[src/rtl/marker_binarizer_if.sv]
// Pixel-in / mask-out stream bundle for marker_binarizer.
// The source side (camera feed plus mask sink) is the master; the binarizer is the slave.
`timescale 1ns/1ps
interface marker_binarizer_if;
  logic       i_valid;
  logic [7:0] i_r;
  logic [7:0] i_g;
  logic [7:0] i_b;
  logic       o_valid;
  logic       o_data;

  modport master (
    output i_valid, i_r, i_g, i_b,
    input  o_valid, o_data
  );

  modport slave (
    input  i_valid, i_r, i_g, i_b,
    output o_valid, o_data
  );
endinterface

[src/rtl/marker_binarizer.sv]
// Colour-window threshold followed by a causal 3x3 vote filter over two 1-bit line buffers.
// One output per input, same raster order, fixed two-cycle latency.
`timescale 1ns/1ps
module marker_binarizer #(
  parameter int WIDTH  = 800,
  parameter int HEIGHT = 600,
  parameter int R_MIN  = 160,
  parameter int G_MAX  = 96,
  parameter int B_MAX  = 96,
  parameter int VOTE   = 6
) (
  input  logic                i_clk,
  input  logic                i_rst_n,
  marker_binarizer_if.slave   px
);

  localparam int         AW       = (WIDTH > 1) ? $clog2(WIDTH) : 1;
  localparam logic [9:0] COL_LAST = 10'(WIDTH - 1);
  localparam logic [9:0] ROW_LAST = 10'(HEIGHT - 1);
  localparam logic [7:0] R_MIN_V  = 8'(R_MIN);
  localparam logic [7:0] G_MAX_V  = 8'(G_MAX);
  localparam logic [7:0] B_MAX_V  = 8'(B_MAX);
  localparam logic [3:0] VOTE_V   = 4'(VOTE);

  // Raster position of the pixel currently presented on the input.
  logic [9:0] row;
  logic [9:0] col;

  // Stage 1: thresholded bit with its position.
  logic       s1_valid;
  logic       s1_mark;
  logic [9:0] s1_row;
  logic [9:0] s1_col;

  // Stage 2: line buffers (lb1 = previous row, lb0 = the row before) and the 3x3 window.
  // win[2] is the newest column; within a column bit 0 is row r, bit 2 is row r-2.
  logic             lb0 [WIDTH];
  logic             lb1 [WIDTH];
  logic [AW-1:0]    lb_addr;
  logic [2:0]       col_vec;
  logic [2:0][2:0]  win;
  logic [2:0][2:0]  win_next;
  logic [3:0]       vote_cnt;
  logic             pix_mark;

  function automatic logic [3:0] popcount9(input logic [8:0] bits);
    logic [3:0] n;
    n = '0;
    for (int i = 0; i < 9; i++) begin
      n = n + {3'b000, bits[i]};
    end
    return n;
  endfunction

  assign pix_mark = (px.i_r >= R_MIN_V) && (px.i_g <= G_MAX_V) && (px.i_b <= B_MAX_V);

  // NOTE: every clocked process uses non-blocking assignments so all registers
  // sample pre-edge values; blocking here would chain stages within one edge.
  always_ff @(posedge i_clk or negedge i_rst_n) begin
    if (!i_rst_n) begin
      row <= '0;
      col <= '0;
    end else if (px.i_valid) begin
      if (col == COL_LAST) begin
        col <= '0;
        row <= (row == ROW_LAST) ? '0 : row + 10'd1;
      end else begin
        col <= col + 10'd1;
      end
    end
  end

  always_ff @(posedge i_clk or negedge i_rst_n) begin
    if (!i_rst_n) begin
      s1_valid <= 1'b0;
      s1_mark  <= 1'b0;
      s1_row   <= '0;
      s1_col   <= '0;
    end else begin
      s1_valid <= px.i_valid;
      if (px.i_valid) begin
        s1_mark <= pix_mark;
        s1_row  <= row;
        s1_col  <= col;
      end
    end
  end

  assign lb_addr = s1_col[AW-1:0];

  // NOTE: the line buffers are plain RAM with no reset; stale rows from an earlier
  // frame or from before a reset are hidden by the row<1 / row<2 masks below.
  always_ff @(posedge i_clk) begin
    if (s1_valid) begin
      lb0[lb_addr] <= lb1[lb_addr];
      lb1[lb_addr] <= s1_mark;
    end
  end

  // NOTE: every output of this block is given a default before any branch so no
  // path leaves a signal unassigned, which would otherwise infer a latch.
  always_comb begin
    col_vec  = {lb0[lb_addr] & (s1_row >= 10'd2),
                lb1[lb_addr] & (s1_row != 10'd0),
                s1_mark};
    win_next = win;
    if (s1_valid) begin
      // Column 0 starts a fresh row: older columns belong to the previous row's right edge.
      if (s1_col == 10'd0) win_next = {col_vec, 3'b000, 3'b000};
      else                 win_next = {col_vec, win[2], win[1]};
    end
  end

  assign vote_cnt = popcount9(win_next);

  always_ff @(posedge i_clk or negedge i_rst_n) begin
    if (!i_rst_n) begin
      win        <= '0;
      px.o_valid <= 1'b0;
      px.o_data  <= 1'b0;
    end else begin
      win        <= win_next;
      px.o_valid <= s1_valid;
      if (s1_valid) begin
        px.o_data <= (vote_cnt >= VOTE_V);
      end
    end
  end

endmodule

[src/flat_wrapper.sv]
// flat-port wrapper written by rule: the top's interface ports become plain ports
module marker_binarizer_flat 
#(
  parameter int WIDTH  = 800,
  parameter int HEIGHT = 600,
  parameter int R_MIN  = 160,
  parameter int G_MAX  = 96,
  parameter int B_MAX  = 96,
  parameter int VOTE   = 6
)
  (i_clk, i_rst_n, px_i_valid, px_i_r, px_i_g, px_i_b, px_o_valid, px_o_data);
  marker_binarizer_if px_i ();
  input  logic i_clk;
  input  logic i_rst_n;
  input wire logic [$bits(px_i.i_valid)-1:0] px_i_valid;
  input wire logic [$bits(px_i.i_r)-1:0] px_i_r;
  input wire logic [$bits(px_i.i_g)-1:0] px_i_g;
  input wire logic [$bits(px_i.i_b)-1:0] px_i_b;
  output wire logic [$bits(px_i.o_valid)-1:0] px_o_valid;
  output wire logic [$bits(px_i.o_data)-1:0] px_o_data;
  assign px_i.i_valid = px_i_valid;
  assign px_i.i_r = px_i_r;
  assign px_i.i_g = px_i_g;
  assign px_i.i_b = px_i_b;
  assign px_o_valid = px_i.o_valid;
  assign px_o_data = px_i.o_data;
  marker_binarizer #(.WIDTH(WIDTH), .HEIGHT(HEIGHT), .R_MIN(R_MIN), .G_MAX(G_MAX), .B_MAX(B_MAX), .VOTE(VOTE)) u_core (.i_clk(i_clk), .i_rst_n(i_rst_n), .px(px_i));
endmodule
[config.mk]
export PLATFORM = sky130hd
export DESIGN_NAME = marker_binarizer_flat
export DESIGN_NICKNAME = d
export VERILOG_FILES = /design/src/rtl/marker_binarizer_if.sv /design/src/rtl/marker_binarizer.sv /design/src/flat_wrapper.sv
export SDC_FILE = /design/constraint.sdc
export NUM_CORES = 2
export LEC_CHECK = 0
export CAP_MARGIN = 20
export CORE_UTILIZATION = 40
export CTS_CLUSTER_DIAMETER = 50
export DETAILED_ROUTE_END_ITERATION = 8
export SLEW_MARGIN = 5
export SYNTH_ARGS = -nofsm -noshare
export SYNTH_HDL_FRONTEND = slang
export SYNTH_SLANG_ARGS = --single-unit
[constraint.sdc]
create_clock -name i_clk -period 15.45 [get_ports i_clk]
set_clock_uncertainty 0.1 [all_clocks]
set_input_delay 2.3175 -clock i_clk [delete_from_list [all_inputs] [get_ports i_clk]]
set_output_delay 2.3175 -clock i_clk [all_outputs]
set_load 0.01 [all_outputs]
==> summary.txt <==
Setup path
  – CP Data Arrival Time: around 9 ns
  – Setup crit end kind: flip-flop
  – Crit Path Class: reg -> reg
  – Cells on worst reg2reg path: 14
  – Worst Path Max Fanout: 152
  – Setup crit start kind: flip-flop
  – Worst EP required: 15.80 ns

Job
  – Max cap viols: 0

Timing
  – Setup_tns: 0 ns
  – Final hold slack: 0.400 ns
  – RSZ-0062 raised after global routing: false
  – Rel. slew slack: 18.4%
  – Worst slew pin tran: 1.22 ns
  – Final Setup Violations: 0
  – Final Max Tran Viols: 0
  – Max frequency: 0.117 GHz
  – Fin crit period: 8.56 ns
  – Crit share post-route: 55.4%
  – Hold Fails Final Rpt: 0

Synthesis
  – Post-Syn Area: roughly 0.068 mm²
  – #FFs+latches synth: 1653
  – Async set or reset register ratio after synthesis: roughly 3.2%
  – Post-synth top flop: edfxtp_1
  – Syn Nets: 4501
  – Sequential share of the synthesized area: 73.1%
  – Gate Count Post-Synth: roughly 4.5k
  – Netlist cell types: 62
  – Number of flops mapped to enable cells by yosys: 1600
  – Syn avg cell area: 15.1 µm²
  – YS warnings: 0

Clock network
  – Worst-case clock buffer depth: 3
  – CTS sink cnt: around 1.7k
  – H-tree levels: 4
  – Postcts setup bufs: 0
  – CTS clk-pin slew, worst paths: approximately 0.06 ns
  – Clk root buf: clkbuf_16
  – Post_cts resized: 0
  – Hold-fix buffers, CTS: 0
  – CTS tree: done
  – Clk Latency, worst-skew pair: ~0.8 ns
  – Total CTS buffers: 174

Global routing
  – Met3 global-route usage: about 3.8%
  – Gr usage total: 22.2%
  – Busiest grt layer: met2
  – Pin count of the biggest net entering global routing: 227
  – Global routing met2 resource utilization: 35.5%
  – Initial antenna violation count: 4
  – Vias in the first global route: 38.6k
  – GRT met1 Usage: 30.9%
  – Total gr overflow: 0
  – First-pass GRT wire length: roughly 270000 µm

Die
  – Ports: 29
  – Row cnt: 150
  – Die area: 0.171 mm²
  – Die Height: 413 µm
  – Die Wd: approximately 410 µm
  – Core area: 0.167 mm²
  – Effective utilization at floorplan: a little over 40%

Cells and area
  – Core Util, Final: 45.3%
  – Share of cells above drive strength 1: approximately a tenth
  – Most common cell after layout, fill and taps aside: edfxtp_1
  – Sequential Area: 0.0494 mm²
  – Footprint of the multi-input gates: 0.0167 mm²
  – Fill cells: approximately 15k
  – Antenna diodes: 0
  – Most frequent cells in the layout: 1600 x edfxtp_1, 843 x nor2_1, 784 x mux2i_1
  – Synth-to-Final Area Change: 12.1%
  – Layout Nets: 4480

Place
  – Final HPWL DP: 102000 µm
  – Port bufs: 23
  – Gpl congestion: 0.808

Hold path
  – Worst Hold Depth: 1
  – Hold Path Class: reg -> reg

Detailed routing
  – Initial DRT Pass Iterations: 5
  – Final ANT Viol Nets: 0
  – Via count: 39.4k
  – Initial DRC count: 4545
  – Drt wl/cell: 28.3 µm
  – DRC errors left: 0
  – Avg Vias per Cell: 5.82
  – Final WL: 191000 µm

Pwr
  – Pwr dens: 189 mW/mm²
  – VDD IR max: 0.314 mV
  – Leakage: 25.4 nW

Outcome
  – Status: completed
cells in the mapped netlist, types with 6 or more instances:
library cell,n,area [µm²]
buf_2,94,470
edfxtp_1,1600,48000
nand2_1,108,405
mux4_2,12,270
nand4bb_1,6,67.6
mux2i_1,784,7850
buf_4,41,308
o21ai_0,18,90.1
mux2_2,24,270
o2111ai_1,24,210
o22ai_1,365,2280
nor4_1,80,500
inv_1,23,86.3
xnor2_1,10,87.6
dfrtp_1,53,1330
or4_1,7,52.6
nor2_1,843,3160
nor2b_1,8,50.1
nor3_1,25,125
buf_6,13,146
o22a_1,7,61.3
nand3_1,27,135
nand4_1,13,81.3
clkbuf_1,191,717
ha_1,8,100
path summary, 6_finish.rpt:
check                                     to         startpoint  slack (ns)
min                            u_core.col[4]      u_core.col[4]        0.40
max in group asynchronous  u_core.lb_addr[1]            i_rst_n       13.18
min in group asynchronous   u_core.px.o_data            i_rst_n        1.53
max                          u_core.lb0[531]  u_core.lb_addr[1]        6.89
min reg2reg                    u_core.col[4]      u_core.col[4]        0.40
max reg2reg                  u_core.lb0[531]  u_core.lb_addr[1]        6.89
state kept, by name, summed over array words and instances (netlist names):
signal and flops:
u_core.s1_valid 1, u_core.s1_row 10, u_core.win 9, u_core.s1_mark 1, u_core.px.o_valid 1, u_core.lb1 800, u_core.col 10, u_core.lb_addr 10
u_core.lb0 800, u_core.row 10, u_core.px.o_data 1
report_power, final:
| part | total (mW) | switching (mW) | internal (mW) | leakage, nW |
|---|---|---|---|---|
| Sequential | 6.23 | 0.115 | 6.11 | 15.3 |
| Combinational | 4.14 | 2.96 | 1.17 | 7.53 |
| Clock | 3.98 | 1.71 | 2.26 | 2.59 |
per-stage QoR:
step                power [mW]  instance area (µm²)  setup slack [ns]  cells
floorplan                 8.49                67600              1.87   4461
global route              14.8                75800              6.41   6772
finish                    14.3                75800              6.89   6772
detailed placement        10.4                70300              6.80   6461
global placement          10.4                70000              6.92   6450
CTS                       14.3                75600              6.77   6765
critical path, cell delays in order (launching register included):
cell and delay, ns:
dfrtp_4 0.96, buf_4 0.75, buf_4 0.88, mux2i_1 0.19
o22ai_1 0.22, nor4_1 0.11, o2111ai_1 0.15, nor3_1 0.16
nor4_1 0.81, nor4_2 0.10, buf_4 0.22, inv_8 0.47
buf_4 0.84, buf_4 0.90, buf_4 0.92
cells by family (layout without fill, tap and decap cells):
logic type	after synthesis	after routing	synth area share, %
simple gates	1150	1150	7.20
fa+ha+maj	13	13	0.296
mux	820	820	12.4
xor+xnor	15	15	0.194
flops	1653	1653	73.1
buf+inv	365	472	2.57
compound gates	445	445	4.27
area by class of cell:
cell class,count,share of cell area [%]
clock buffer,218,6.16
clock inverter,86,0.865
inverter,23,0.124
multi-input combinational,2443,22.1
sequential,1653,65.2
tap,2204,3.64
timing repair buffer,145,1.96
routing by layer:
layer  share of wire (%)  wire length [µm]  vias up
li1                    -                 -    17011
met5              0.0068                13        -
met3                 8.0             15300      275
met2                  47             90800     1630
met4                 2.7              5170        2
met1                  42             80100    20488
Note: power is estimated with default switching activity, not from simulation.
